[src/rtl/reg8_wr_arbiter_if.sv]
// ----------------------------------------------------------------------------
// reg8_wr_arbiter_if
// Bundles the requester-side request/data/lock signals and the registered
// write/grant outputs of reg8_wr_arbiter.
//   req_i  [3:0]        level write request, one bit per requester
//   d_i    [4*WIDTH-1:0] write data, requester k at [WIDTH*k +: WIDTH]
//   lock_i [3:0]        hold-ownership request (only with REG8_ARB_LOCK_EN)
//   gnt_o  [3:0]        one-hot grant pulse
//   wen_o               write enable towards reg8.wen_i
//   d_o    [WIDTH-1:0]  write data towards reg8.d_i
//   gid_o  [1:0]        index of the most recent grantee
// Modports: master = requester side, slave = arbiter side.
// Optional feature macro: REG8_ARB_LOCK_EN
// ----------------------------------------------------------------------------
interface reg8_wr_arbiter_if #(
   parameter int unsigned WIDTH = 8
);
   localparam int unsigned NREQ = 4;
   localparam int unsigned IDXW = 2;

   logic [NREQ-1:0]       req_i;
   logic [NREQ*WIDTH-1:0] d_i;
`ifdef REG8_ARB_LOCK_EN
   logic [NREQ-1:0]       lock_i;
`endif
   logic [NREQ-1:0]       gnt_o;
   logic                  wen_o;
   logic [WIDTH-1:0]      d_o;
   logic [IDXW-1:0]       gid_o;

`ifdef REG8_ARB_LOCK_EN
   modport master (
      output req_i, d_i, lock_i,
      input  gnt_o, wen_o, d_o, gid_o
   );
   modport slave (
      input  req_i, d_i, lock_i,
      output gnt_o, wen_o, d_o, gid_o
   );
`else
   modport master (
      output req_i, d_i,
      input  gnt_o, wen_o, d_o, gid_o
   );
   modport slave (
      input  req_i, d_i,
      output gnt_o, wen_o, d_o, gid_o
   );
`endif

endinterface

[src/rtl/reg8_wr_arbiter.sv]
// ----------------------------------------------------------------------------
// reg8_wr_arbiter
// Round-robin write arbiter sharing one reg8 holding register among four
// requesters. One winner per cycle; the winner's data and a write enable are
// registered towards reg8, and a one-cycle one-hot grant goes back.
// Ports:
//   clk_i   rising-edge clock (shared with reg8)
//   clrn_i  asynchronous active-low clear (same net as reg8.clrn_i)
//   bus     reg8_wr_arbiter_if.slave: req_i, d_i, [lock_i] in;
//           gnt_o, wen_o, d_o, gid_o out (all registered)
// Optional feature macro: REG8_ARB_LOCK_EN
//   defined   : lock_i exists; a requester winning with its lock bit set keeps
//               ownership (LOCKED state) until its lock bit drops.
//   undefined : IDLE-only FSM; every grant is a single pulse.
// ----------------------------------------------------------------------------
module reg8_wr_arbiter #(
   parameter int unsigned WIDTH = 8
) (
   input  logic                clk_i,
   input  logic                clrn_i,
   reg8_wr_arbiter_if.slave    bus
);

   localparam int unsigned NREQ = 4;
   localparam int unsigned IDXW = 2;

   localparam logic [0:0] ST_IDLE   = 1'b0;
`ifdef REG8_ARB_LOCK_EN
   localparam logic [0:0] ST_LOCKED = 1'b1;
`endif

   logic [0:0]       state_q, state_d;
   logic [IDXW-1:0]  ptr_q,   ptr_d;
   logic [IDXW-1:0]  gid_q,   gid_d;
   logic [NREQ-1:0]  gnt_q,   gnt_d;
   logic             wen_q,   wen_d;
   logic [WIDTH-1:0] dout_q,  dout_d;

   logic [NREQ-1:0]  elig;
   logic             found;
   logic [IDXW-1:0]  win;
   logic [IDXW-1:0]  idx;

   // Eligible requesters: last grantee is masked in IDLE; only the owner in LOCKED
   always_comb begin
      elig = bus.req_i & ~gnt_q;
`ifdef REG8_ARB_LOCK_EN
      if (state_q == ST_LOCKED) begin
         elig = bus.req_i & (NREQ'(1) << gid_q);
      end
`endif
   end

   // Round-robin search starting at ptr; 2-bit index wraps naturally mod 4
   always_comb begin
      found = 1'b0;
      win   = ptr_q;
      idx   = '0;
      for (int i = 0; i < NREQ; i++) begin
         idx = ptr_q + IDXW'(i);
         if (!found && elig[idx]) begin
            found = 1'b1;
            win   = idx;
         end
      end
   end

   // Next-state and next-output logic
   always_comb begin
      state_d = state_q;
      ptr_d   = ptr_q;
      gid_d   = gid_q;
      dout_d  = dout_q;
      gnt_d   = '0;
      wen_d   = 1'b0;

      if (found) begin
         gnt_d  = NREQ'(1) << win;
         wen_d  = 1'b1;
         dout_d = bus.d_i[WIDTH*win +: WIDTH];
         gid_d  = win;
      end

      case (state_q)
         ST_IDLE: begin
            if (found) begin
               ptr_d = win + IDXW'(1);
`ifdef REG8_ARB_LOCK_EN
               if (bus.lock_i[win]) begin
                  state_d = ST_LOCKED;
               end
`endif
            end
         end
`ifdef REG8_ARB_LOCK_EN
         // Owner keeps the register; ptr frozen until the lock is released
         ST_LOCKED: begin
            if (!bus.lock_i[gid_q]) begin
               state_d = ST_IDLE;
               ptr_d   = gid_q + IDXW'(1);
            end
         end
`endif
         default: begin
            state_d = ST_IDLE;
         end
      endcase
   end

   // State and output registers
   always_ff @(posedge clk_i or negedge clrn_i) begin
      if (!clrn_i) begin
         state_q <= ST_IDLE;
         ptr_q   <= '0;
         gid_q   <= '0;
         gnt_q   <= '0;
         wen_q   <= 1'b0;
         dout_q  <= '0;
      end else begin
         state_q <= state_d;
         ptr_q   <= ptr_d;
         gid_q   <= gid_d;
         gnt_q   <= gnt_d;
         wen_q   <= wen_d;
         dout_q  <= dout_d;
      end
   end

   assign bus.gnt_o = gnt_q;
   assign bus.wen_o = wen_q;
   assign bus.d_o   = dout_q;
   assign bus.gid_o = gid_q;

endmodule

[src/flat_wrapper.sv]
// flat-port wrapper written by rule: the top's interface ports become plain ports
module reg8_wr_arbiter_flat 
#(
   parameter int unsigned WIDTH = 8
)
  (clk_i, clrn_i, bus_req_i, bus_d_i, bus_gnt_o, bus_wen_o, bus_d_o, bus_gid_o);
  reg8_wr_arbiter_if #(.WIDTH(WIDTH)) bus_i ();
  input  logic clk_i;
  input  logic clrn_i;
  input wire logic [$bits(bus_i.req_i)-1:0] bus_req_i;
  input wire logic [$bits(bus_i.d_i)-1:0] bus_d_i;
  output wire logic [$bits(bus_i.gnt_o)-1:0] bus_gnt_o;
  output wire logic [$bits(bus_i.wen_o)-1:0] bus_wen_o;
  output wire logic [$bits(bus_i.d_o)-1:0] bus_d_o;
  output wire logic [$bits(bus_i.gid_o)-1:0] bus_gid_o;
  assign bus_i.req_i = bus_req_i;
  assign bus_i.d_i = bus_d_i;
  assign bus_gnt_o = bus_i.gnt_o;
  assign bus_wen_o = bus_i.wen_o;
  assign bus_d_o = bus_i.d_o;
  assign bus_gid_o = bus_i.gid_o;
  reg8_wr_arbiter #(.WIDTH(WIDTH)) u_core (.clk_i(clk_i), .clrn_i(clrn_i), .bus(bus_i));
endmodule
[config.mk]
export PLATFORM = sky130hd
export DESIGN_NAME = reg8_wr_arbiter_flat
export DESIGN_NICKNAME = d
export VERILOG_FILES = /design/src/rtl/reg8_wr_arbiter_if.sv /design/src/rtl/reg8_wr_arbiter.sv /design/src/flat_wrapper.sv
export SDC_FILE = /design/constraint.sdc
export NUM_CORES = 1
export LEC_CHECK = 0
export CORE_MARGIN = 3
export CORE_UTILIZATION = 50
export CTS_CLUSTER_DIAMETER = 150
export DETAILED_ROUTE_END_ITERATION = 10
export DONT_BUFFER_PORTS = 1
export HOLD_SLACK_MARGIN = 0.06
export PLACE_DENSITY = 0.68
export SLEW_MARGIN = 20
export SYNTH_ARGS = -nofsm -noshare
export SYNTH_HDL_FRONTEND = slang
export SYNTH_SLANG_ARGS = --single-unit
[constraint.sdc]
create_clock -name clk_i -period 1.7 [get_ports clk_i]
set_input_delay 0.34 -clock clk_i [delete_from_list [all_inputs] [get_ports clk_i]]
set_output_delay 0.34 -clock clk_i [all_outputs]
set_load 0.01 [all_outputs]
==> results.yml, run 1 <==
yosys:
  synth_area_mm2: 0.00103
  synth_warnings: 0
  synthArstFlopShare_pct: 100
  muxShareOfSynthArea_pct: 15.6
  synth_edf_count: 0
  yosysTopAreaCellShare_pct: 41.4
  synth_area_leaders: "dfrtp_1, mux2i_1, a221oi_2"
  yosys.area_share.simple_pct: 15.2
  syn_avg_cell_area_um2: 11.2
  synth_top_family_by_area: "compound AO/OA/AOI/OAI gates"
  synthAdderAreaFrac_pct: 0
  ys.flop_type: "dfrtp_1"
  syn_inst: 92
  post-synth-top-count-cell: "dfrtp_1"
  synth_nets: 130
  synth-xor-area-share_pct: 0.853
  synth_compound_area_share_pct: 22.4
  yosys-top-cells-count: "dfrtp_1, mux2i_1, nor2_1, a221oi_2"
  ys_seq_area_share_pct: 41.4
  ys_ff_latch: 17
  yosysTopAreaCell: "dfrtp_1"
  yosysUniqueCellTypes: 30
sta:
  finalSetupViolations: 1
  finalMaxSlewViolations: 0
  max_freq_mhz: 588
  relSlewSlack_pct: 47.7
  fin_ws_ps: -1.04
  period_share_pct: 100
  post-route-min-period_ps: 1700
  hold_slack_ps: 298
  fin_skew_ps: 3.95
  rsz0062_at_grt: "yes"
  tightestPinTransition_ps: 782
  tns_ps: -1.04
  finalHoldViolations: 0
power_and_ir_drop:
  clkPwrFrac_pct: 8.4
  cellLeakagePower_nw: 0.513
  switchingPower_mw: 1.05
  power_density_mw_per_mm2: 2090
  p_seq_share_pct: 32.5
  p_sw_share_pct: 41.4
  combPwrFrac_pct: 59.1
  finalPower_mw: 2.53
  ir_worst_vdd_uv: 1110
  p_int_mw: 1.48
setup_path:
  path_delay_family: "compound AO/OA/AOI/OAI gates"
  crit_cells: 6
  r2r_cells: 6
  cp_data_required_time_ps: 1900
  crit_type: "register to register"
  crit_chain: "nand2b_1 > o21ai_0 > a21oi_4 > buf_12 > mux2i_2 > a221oi_2"
  slowest_delay_ps: 420
  start_kind: "register"
  arrival_ps: 1900
  end_kind: "register"
  critPathSlowestCell: "dfrtp_1"
  cp_max_fo: 9
  critPathBufInv: 1
placed_design:
  port_buffers: 0
  gp_congestion: 0.780
  placedCellCount: 121
  post-place-ws_ps: -44.0
  placed_cell_area_mm2: 0.00110
  dp_hpwl_mm: 1.59
die:
  die_y_um: 51.3
  row_count: 15
  io_pins: 53
  die_x_um: 51.3
  start_util_pct: 55.9
  dieArea_mm2: 0.00263
  core-area_mm2: 0.00184
layout:
  num-fill-cells: 168
  layout-drive-gt1-share_pct: 36.3
  area_growth_syn_to_layout_pct: 17.8
  seq_area_um2: 427
  antenna_cells: 0
  fin_area_mm2: 0.00121
  post-route-util_pct: 65.8
  multi_input_area_um2: 603
  num-nets-final: 141
  stdcell_count: 127
global_routing:
  grt_pass1_vias: 739
  grt_usage_pct: 17.2
  grt_max_degree: 18
  grt_antenna_before_repair: 0
  grt_pass1_wl_mm: 3.44
  grt_overflow_total: 0
status:
  violations: "negative setup slack"
  status: "complete, but fails checks"
clock_tree:
  cts_tree: "yes"
  clock_latency_ps: 280
  clock-root-buffer: "clkbuf_4"
  h-tree-depth: 1
  post_cts_buffers: 0
  clk_pin_slew_worst_paths_ps: 100
  clockBufferDepth: 2
  clock_sinks: 17
  numCtsBuffers: 3
detailed_routing:
  drt-pass1-iter-count: 4
  route.detailed.drc: 0
  vias: 791
  detail_route.iter0.violations: 9
  ant_nets: 0
  post_drt_wl_per_cell_um: 18.0
  viasPerCell: 6.23
  drt_wl_total_mm: 2.28
hold_path:
  hp-class: "primary input to register"
  holdPathStages: 2
flow_run:
  cap_violations: 0
## logic make-up after synthesis
| kind of cell | Yosys count |
|---|---|
| AO/OA/AOI/OAI | 22 |
| XOR/XNOR | 1 |
| buffers and inverters | 7 |
| flip-flops | 17 |
| multiplexers | 16 |
| AND/OR/NAND/NOR | 29 |
## cell type report
| class | count | share of cell area [%] |
|---|---|---|
| Timing Repair Buffer | 11 | 9.51 |
| Tap cell | 25 | 2.59 |
| Inverter | 2 | 0.620 |
| Sequential cell | 17 | 35.3 |
| Clock buffer | 4 | 2.17 |
| Multi-Input combinational cell | 68 | 49.8 |
## flip-flops by register name (all words and copies together), names as in the netlist
register          count
u_core.bus.gnt_o      4
u_core.bus.d_o        8
u_core.bus.wen_o      1
u_core.bus.gid_o      2
u_core.ptr_q          2
## power by group through the flow
stage               Clock [mW]  Sequential, mW  Combinational (mW)
floorplan                    0           0.797                1.01
global placement             0           0.818                1.25
detailed placement           0           0.819                1.30
CTS                      0.224           0.815                1.33
global route             0.242           0.852                1.60
finish                   0.212           0.822                1.49
## cells in the final DEF, fill, tap and decap left out, drive strengths merged, types with 4 or more instances in the layout
master  count
nor2b       4
dfrtp      17
buf         9
clkbuf      5
nor2       13
a221oi      8
nand2       4
o21ai       4
nand2b      4
mux2i      16
## repair_timing
item | 4_1_cts | 5_1_grt
setup endpoints to repair | 6 | 11
resized for setup | 2 | 9
cloned | 0 | 1
hold buffers | 1 | 0
endpoints found under the hold margin | 17 | 0
pin swaps | 0 | 1
## routing by layer
metal / track usage [%] / routed length, µm / vias to the layer above
li1: - / - / 360
met1: 23.7 / 946 / 387
met2: 26.8 / 1100 / 42
met3: 5.54 / 221 / 2
met4: 2.62 / 12 / 0
met5: 0 / 0 / -
## worst paths after layout
| kind | to | slack (ps) | start |
|---|---|---|---|
| min in group asynchronous | u_core.bus.gid_o[1] | 570 | clrn_i |
| max | u_core.bus.d_o[6] | -1 | u_core.bus.gnt_o[2] |
| max in group asynchronous | u_core.ptr_q[1] | 600 | clrn_i |
| min | u_core.bus.d_o[5] | 300 | bus_d_i[21] |
| max reg2reg | u_core.bus.d_o[6] | -1 | u_core.bus.gnt_o[2] |
| min reg2reg | u_core.bus.gid_o[0] | 610 | u_core.bus.gid_o[0] |
## worst reg2reg max path, delay by kind of cell, from the launching register on
family | cells | cell delay, ps
mux | 1 | 160
simple gates | 1 | 170
buf+inv | 1 | 170
compound gates | 3 | 700
flops | 1 | 420
Note: power is estimated with default switching activity, not from simulation.
==> run 2, diff against run 1 <==
--- a/config.mk
+++ b/config.mk
@@ -11,7 +11,6 @@
 export DETAILED_ROUTE_END_ITERATION = 10
 export DONT_BUFFER_PORTS = 1
 export HOLD_SLACK_MARGIN = 0.06
-export PLACE_DENSITY = 0.68
 export SLEW_MARGIN = 20
 export SYNTH_ARGS = -nofsm -noshare
 export SYNTH_HDL_FRONTEND = slang
==> constraint.sdc (replaced) <==
create_clock -name clk_i -period 1.68 [get_ports clk_i]
set_input_delay 0.336 -clock clk_i [delete_from_list [all_inputs] [get_ports clk_i]]
set_output_delay 0.336 -clock clk_i [all_outputs]
set_load 0.01 [all_outputs]
==> results.yml, run 2 (same netlist as run 1, synthesis figures left out) <==
layout:
  num-fill-cells: 166
  antenna_cells: 0
  post-route-util_pct: 62.4
  layout_common_cells: "dfrtp_1, mux2i_1, nor2_1"
  layout-drive-gt1-share_pct: 28.7
  largest_reg_flops: 8
  num-nets-final: 140
  layout.cells.most_common: "dfrtp_1"
  fin_area_mm2: 0.00115
  area_growth_syn_to_layout_pct: 11.7
die:
  row_count: 15
  dieArea_mm2: 0.00263
  die_x_um: 51.3
  io_pins: 53
  core-area_mm2: 0.00184
  start_util_pct: 55.9
  die_y_um: 51.3
setup_path:
  ff2ff_setup_slack_ps: -7
  crit_type: "register to register"
  end_kind: "register"
  cp_data_required_time_ps: 1840
  crit_chain: "nand2b_4 > a2bb2oi_2 > o221ai_2 > a21oi_2 > buf_12 > mux2i_1 > a221oi_2"
  cp_max_fo: 21
  r2r_cells: 7
  path_delay_family: "compound AO/OA/AOI/OAI gates"
  crit_start: "u_core.bus.gnt_o[3]"
  r2r_end: "u_core.bus.d_o[4]"
  slowest_delay_ps: 390
  critPathSlowestCell: "dfrtp_1"
  critPathBufInv: 1
  start_kind: "register"
  arrival_ps: 1850
  reg2reg_from: "u_core.bus.gnt_o[3]"
placed_design:
  placed_cell_area_mm2: 0.00110
  dp_hpwl_mm: 1.59
  gp_congestion: 0.809
  port_buffers: 0
power_and_ir_drop:
  p_int_mw: 1.37
  finalPower_mw: 2.35
  combPwrFrac_pct: 56.2
  p_seq_share_pct: 34.8
  ir_worst_vdd_uv: 1420
  power_density_mw_per_mm2: 2050
  clkPwrFrac_pct: 9.0
  p_sw_share_pct: 41.6
  switchingPower_mw: 0.977
  cellLeakagePower_nw: 0.498
detailed_routing:
  detail_route.iter0.violations: 13
  topRoutingLayerUsed: "met4"
  drt_wl_total_mm: 2.12
  route.detailed.drc: 0
  wl_met1_um: 853
  dr_wl_met3_um: 177
  viasPerCell: 6.09
  ant_nets: 0
  vias: 767
  post_drt_wl_per_cell_um: 16.8
  met2WireLength_mm: 1.08
  drt-pass1-iter-count: 4
global_routing:
  grt_pass1_wl_mm: 3.39
  grt_pass1_vias: 735
  grt_overflow_total: 0
  grt_antenna_before_repair: 0
  grt_max_degree: 22
  grt_usage_pct: 17.1
hold_path:
  hp-class: "primary input to register"
  holdPathStages: 2
  worstHoldEndpoint: "u_core.bus.d_o[2]"
  worstHoldStart: "bus_d_i[18]"
sta:
  relSlewSlack_pct: 49.0
  finalHoldViolations: 0
  period_share_pct: 100
  finalMaxSlewViolations: 0
  tightestPinTransition_ps: 763
  post-route-min-period_ps: 1690
  rsz0062_at_grt: "yes"
  hold_slack_ps: 300
  fin_ws_ps: -7.05
  max_freq_mhz: 593
  tns_ps: -16.6
  fin_skew_ps: 5.07
  finalSetupViolations: 3
clock_tree:
  clock_latency_ps: 280
  clockBufferDepth: 2
  clock-root-buffer: "clkbuf_4"
  clock_sinks: 17
  numCtsBuffers: 3
  h-tree-depth: 1
  cts_tree: "yes"
  post_cts_buffers: 0
  clk_pin_slew_worst_paths_ps: 100
flow_run:
  cap_violations: 0
status:
  violations: "negative setup slack"
  status: "complete, but fails checks"
-- run 2: cell types whose count changed in the layout (fill, tap and decap cells not counted), sizes merged --
cell,before,now
clkbuf,5,4
-- run 2: power groups by stage --
stage	clock network (mW)	logic, mW	registers [mW]
after detailed placement	0	1.31	0.825
after CTS	0.223	1.33	0.820
after global routing	0.236	1.44	0.844
final	0.212	1.32	0.817
after global placement	0	1.28	0.821
after floorplan	0	1.02	0.807
-- run 2: worst max path at each step --
stage | to | slack, ps | cells past startpoint
floorplan | u_core.bus.d_o[3] | -9 | 8
CTS | u_core.bus.d_o[4] | -4 | 7
finish | u_core.bus.d_o[4] | -7 | 7
detailed placement | u_core.bus.d_o[4] | -9 | 7
global placement | u_core.bus.gnt_o[2] | 4 | 5
global route | u_core.bus.d_o[2] | -100 | 7
-- run 2: timing repair --
action,in CTS,in global routing
endpoints found under the setup margin,7,9
resized for setup,1,2
endpoints found under the hold margin,17,0
hold buffers,1,0
-- run 2: layout make-up --
cell class,count,area [µm²],area share [%]
well taps,25,31.3,2.73
flip-flops and latches,17,425,37.1
multi-input cells,68,567,49.4
repair buffers,10,90.1,7.85
clock buffers,4,26.3,2.29
inverters,2,7.51,0.654
-- run 2: per-layer routing --
layer  track usage [%]  vias up
li1                  -      358
met1              20.3      371
met2              29.4       36
met3              4.37        2
met4              6.55        0
met5                 0        -
-- run 2: per-stage QoR --
stage / std cells / setup slack, ps
6_report: 126 / -7.05
5_1_grt: 126 / -99.4
4_1_cts: 126 / -3.87
3_5_place_dp: 121 / -9.01
3_3_place_gp: 121 / 4.23
2_1_floorplan: 92 / -8.55
==> RTL change (config.mk and constraints of run 1) <==
`dout_q` no longer has a reset.
--- a/src/rtl/reg8_wr_arbiter.sv
+++ b/src/rtl/reg8_wr_arbiter.sv
@@ -115,15 +115,17 @@
          gid_q   <= '0;
          gnt_q   <= '0;
          wen_q   <= 1'b0;
-         dout_q  <= '0;
       end else begin
          state_q <= state_d;
          ptr_q   <= ptr_d;
          gid_q   <= gid_d;
          gnt_q   <= gnt_d;
          wen_q   <= wen_d;
-         dout_q  <= dout_d;
       end
+   end
+
+   always_ff @(posedge clk_i) begin
+      dout_q <= dout_d;
    end
 
    assign bus.gnt_o = gnt_q;
Formal check against the unedited RTL: not equivalent (Yosys sat finds a counterexample within 4 cycles, from zero or initial values; the reset may be asserted at any time).
==> RTL change against run 1 <==
The flow still finishes with violations (setup timing). Clock skew increased by 5.2 ps. Die area down 4.1%. Worst setup slack worse by 30 ps. Final area is 1.6% lower. Clock power shrank 2%. Power fell by 7.3%. Synthesized area fell by 4.6%. Via count down 12%. Routed wire length down 13%. Cell count shrank 5.5%. Sequential cell count stayed put. Count of clock-buffer cells in the layout down 1. Critical path type unchanged.
==> RTL change: results (changes against run 1) <==
** Outcome
- Run status :: complete, but fails checks (unchanged)
- Violated checks: setup timing (unchanged).

** Layout
- The fraction of layout cells with a size suffix above 1 is 0.284 (was 0.363).
- The flip-flop count of the largest register, all copies and words added came to 8 (unchanged).
- Fill cell count :: 148 (was 168)
- The final layout net count was 134 (was 141).
- Final design instance area without fill :: 1190 um2 (was 1210 um2)

** Place
- Final weighted congestion in routability-driven placement :: 0.921 (was 0.780)
- The sum of net half-perimeters after detailed placement is 1410 um (was 1590 um).
- Placement Setup Slack :: -38.5 ps (was -44.0 ps)
- The cell area reported after detailed placement came to 1080 um2 (was 1100 um2).

** Worst setup path
- Critical path peak fanout :: 18 (was 9)
- The arrival time of data at the critical path endpoint was 1770 ps (was 1900 ps).

** Synth
- The number of flops mapped to enable cells by yosys came to 8 (was 0).
- Top post-synthesis cells by count: sky130_fd_sc_hd__mux2i_1 (24), sky130_fd_sc_hd__dfrtp_1 (9), sky130_fd_sc_hd__edfxtp_1 (8), sky130_fd_sc_hd__nor2_1 (6), sky130_fd_sc_hd__nand2b_1 (5) (was sky130_fd_sc_hd__dfrtp_1 (17), sky130_fd_sc_hd__mux2i_1 (16), sky130_fd_sc_hd__nor2_1 (12), sky130_fd_sc_hd__a221oi_2 (8)).
- Sequential area share after synthesis :: 0.475 (was 0.414)
- Count of cell types in the netlist :: 27 (was 30)
- Dominant cells by area after synthesis: sky130_fd_sc_hd__mux2i_1 (25%), sky130_fd_sc_hd__edfxtp_1 (25%), sky130_fd_sc_hd__dfrtp_1 (23%) (was sky130_fd_sc_hd__dfrtp_1 (41%), sky130_fd_sc_hd__mux2i_1 (16%), sky130_fd_sc_hd__a221oi_2 (12%)).
- Post-synthesis async set-or-reset flop share :: 0.529 (was 1.00)

** Global route
- Pin count of the biggest net entering global routing :: 19 (was 18)
- The first-pass GRT wire length is 2970 um (was 3440 um).
- Number of global-route vias before repair :: 652 (was 739)
- Combined global-route utilization of all metal layers :: 0.160 (was 0.172)

** Pwr
- The maximum vdd drop is 1210 uV (was 1110 uV).

** Detailed routing
- DR vias/cell :: 5.82 (was 6.23)
- Wire length per cell after detailed routing :: 16.5 um (was 18.0 um)
- Number of DRC markers in iteration 0 :: 10 (was 9)
- Routed vias :: 698 (was 791)

** STA
- The final setup violation count was 6 (was 1).
- The final worst-path setup slack was -31.4 ps (was -1.04 ps).
- Sum Neg Setup Slack :: -89.9 ps (was -1.04 ps)
- Clock tree skew after final layout :: 9.13 ps (was 3.95 ps)
- The tightest slew margin relative to the limit is 0.701 (was 0.477).
[RTL change: per-layer routing]
metal,wire (um),track usage,vias to the layer above
met1,743,0.185,335
met5,0,0,-
li1,-,-,333
met2,1080,0.274,28
met4,9,0.0691,0
met3,142,0.0445,2
[RTL change: kinds of logic (layout without fill, tap and decap cells)]
logic type	count (synthesis)	after routing	share of synthesized area
muxes	25	25	0.257
and+or+nand+nor	20	20	0.121
DFF	17	17	0.475
AOI/OAI and AO/OA	14	14	0.0958
buffers and inverters	5	19	0.0511
[RTL change: power by group through the flow]
stage               Combinational (mW)  Clock [mW]  Sequential [mW]
floorplan                        0.863           0            0.855
finish                            1.27       0.208            0.864
global route                      1.39       0.240            0.887
global placement                  1.09           0            0.863
CTS                               1.13       0.222            0.864
detailed placement                1.11           0            0.871
[RTL change: repair_timing]
item / in CTS / in global routing
hold buffers: 1 / 0
gates cloned: 0 / 1
endpoints found under the setup margin: 8 / 9
pin swaps: 1 / 3
endpoints found under the hold margin: 9 / 0
resized for setup: 1 / 5
setup buffers: 0 / 3
[RTL change: layout make-up]
type | instances | area share
inverters | 1 | 0.00315
flip-flops and latches | 17 | 0.391
clock buffers | 3 | 0.0189
well taps | 25 | 0.0263
multi-input cells | 59 | 0.420
clock inverters | 1 | 0.00420
repair buffers | 14 | 0.137
[RTL change: critical path: cells and delay by family, from the launching register on]
| family | cells | cell delay (ps) |
|---|---|---|
| buffers and inverters | 1 | 170 |
| AOI/OAI and AO/OA | 1 | 320 |
| muxes | 2 | 250 |
| and+or+nand+nor | 2 | 320 |
| DFF | 1 | 410 |
[RTL change: worst paths after layout]
path / cells after the start / startpoint / endpoint / slack [ps]
worst max-delay path: 6 / u_core.bus.gnt_o[2] / u_core.bus.d_o[6] / -30
worst min-delay path: 3 / bus_req_i[3] / u_core.ptr_q[1] / 270
worst max register to register: 6 / u_core.bus.gnt_o[2] / u_core.bus.d_o[6] / -30
worst min register to register: 1 / u_core.bus.gid_o[1] / u_core.bus.gid_o[1] / 570
max in group asynchronous: 1 / clrn_i / u_core.bus.gnt_o[0] / 960
min in group asynchronous: 1 / clrn_i / u_core.ptr_q[0] / 420
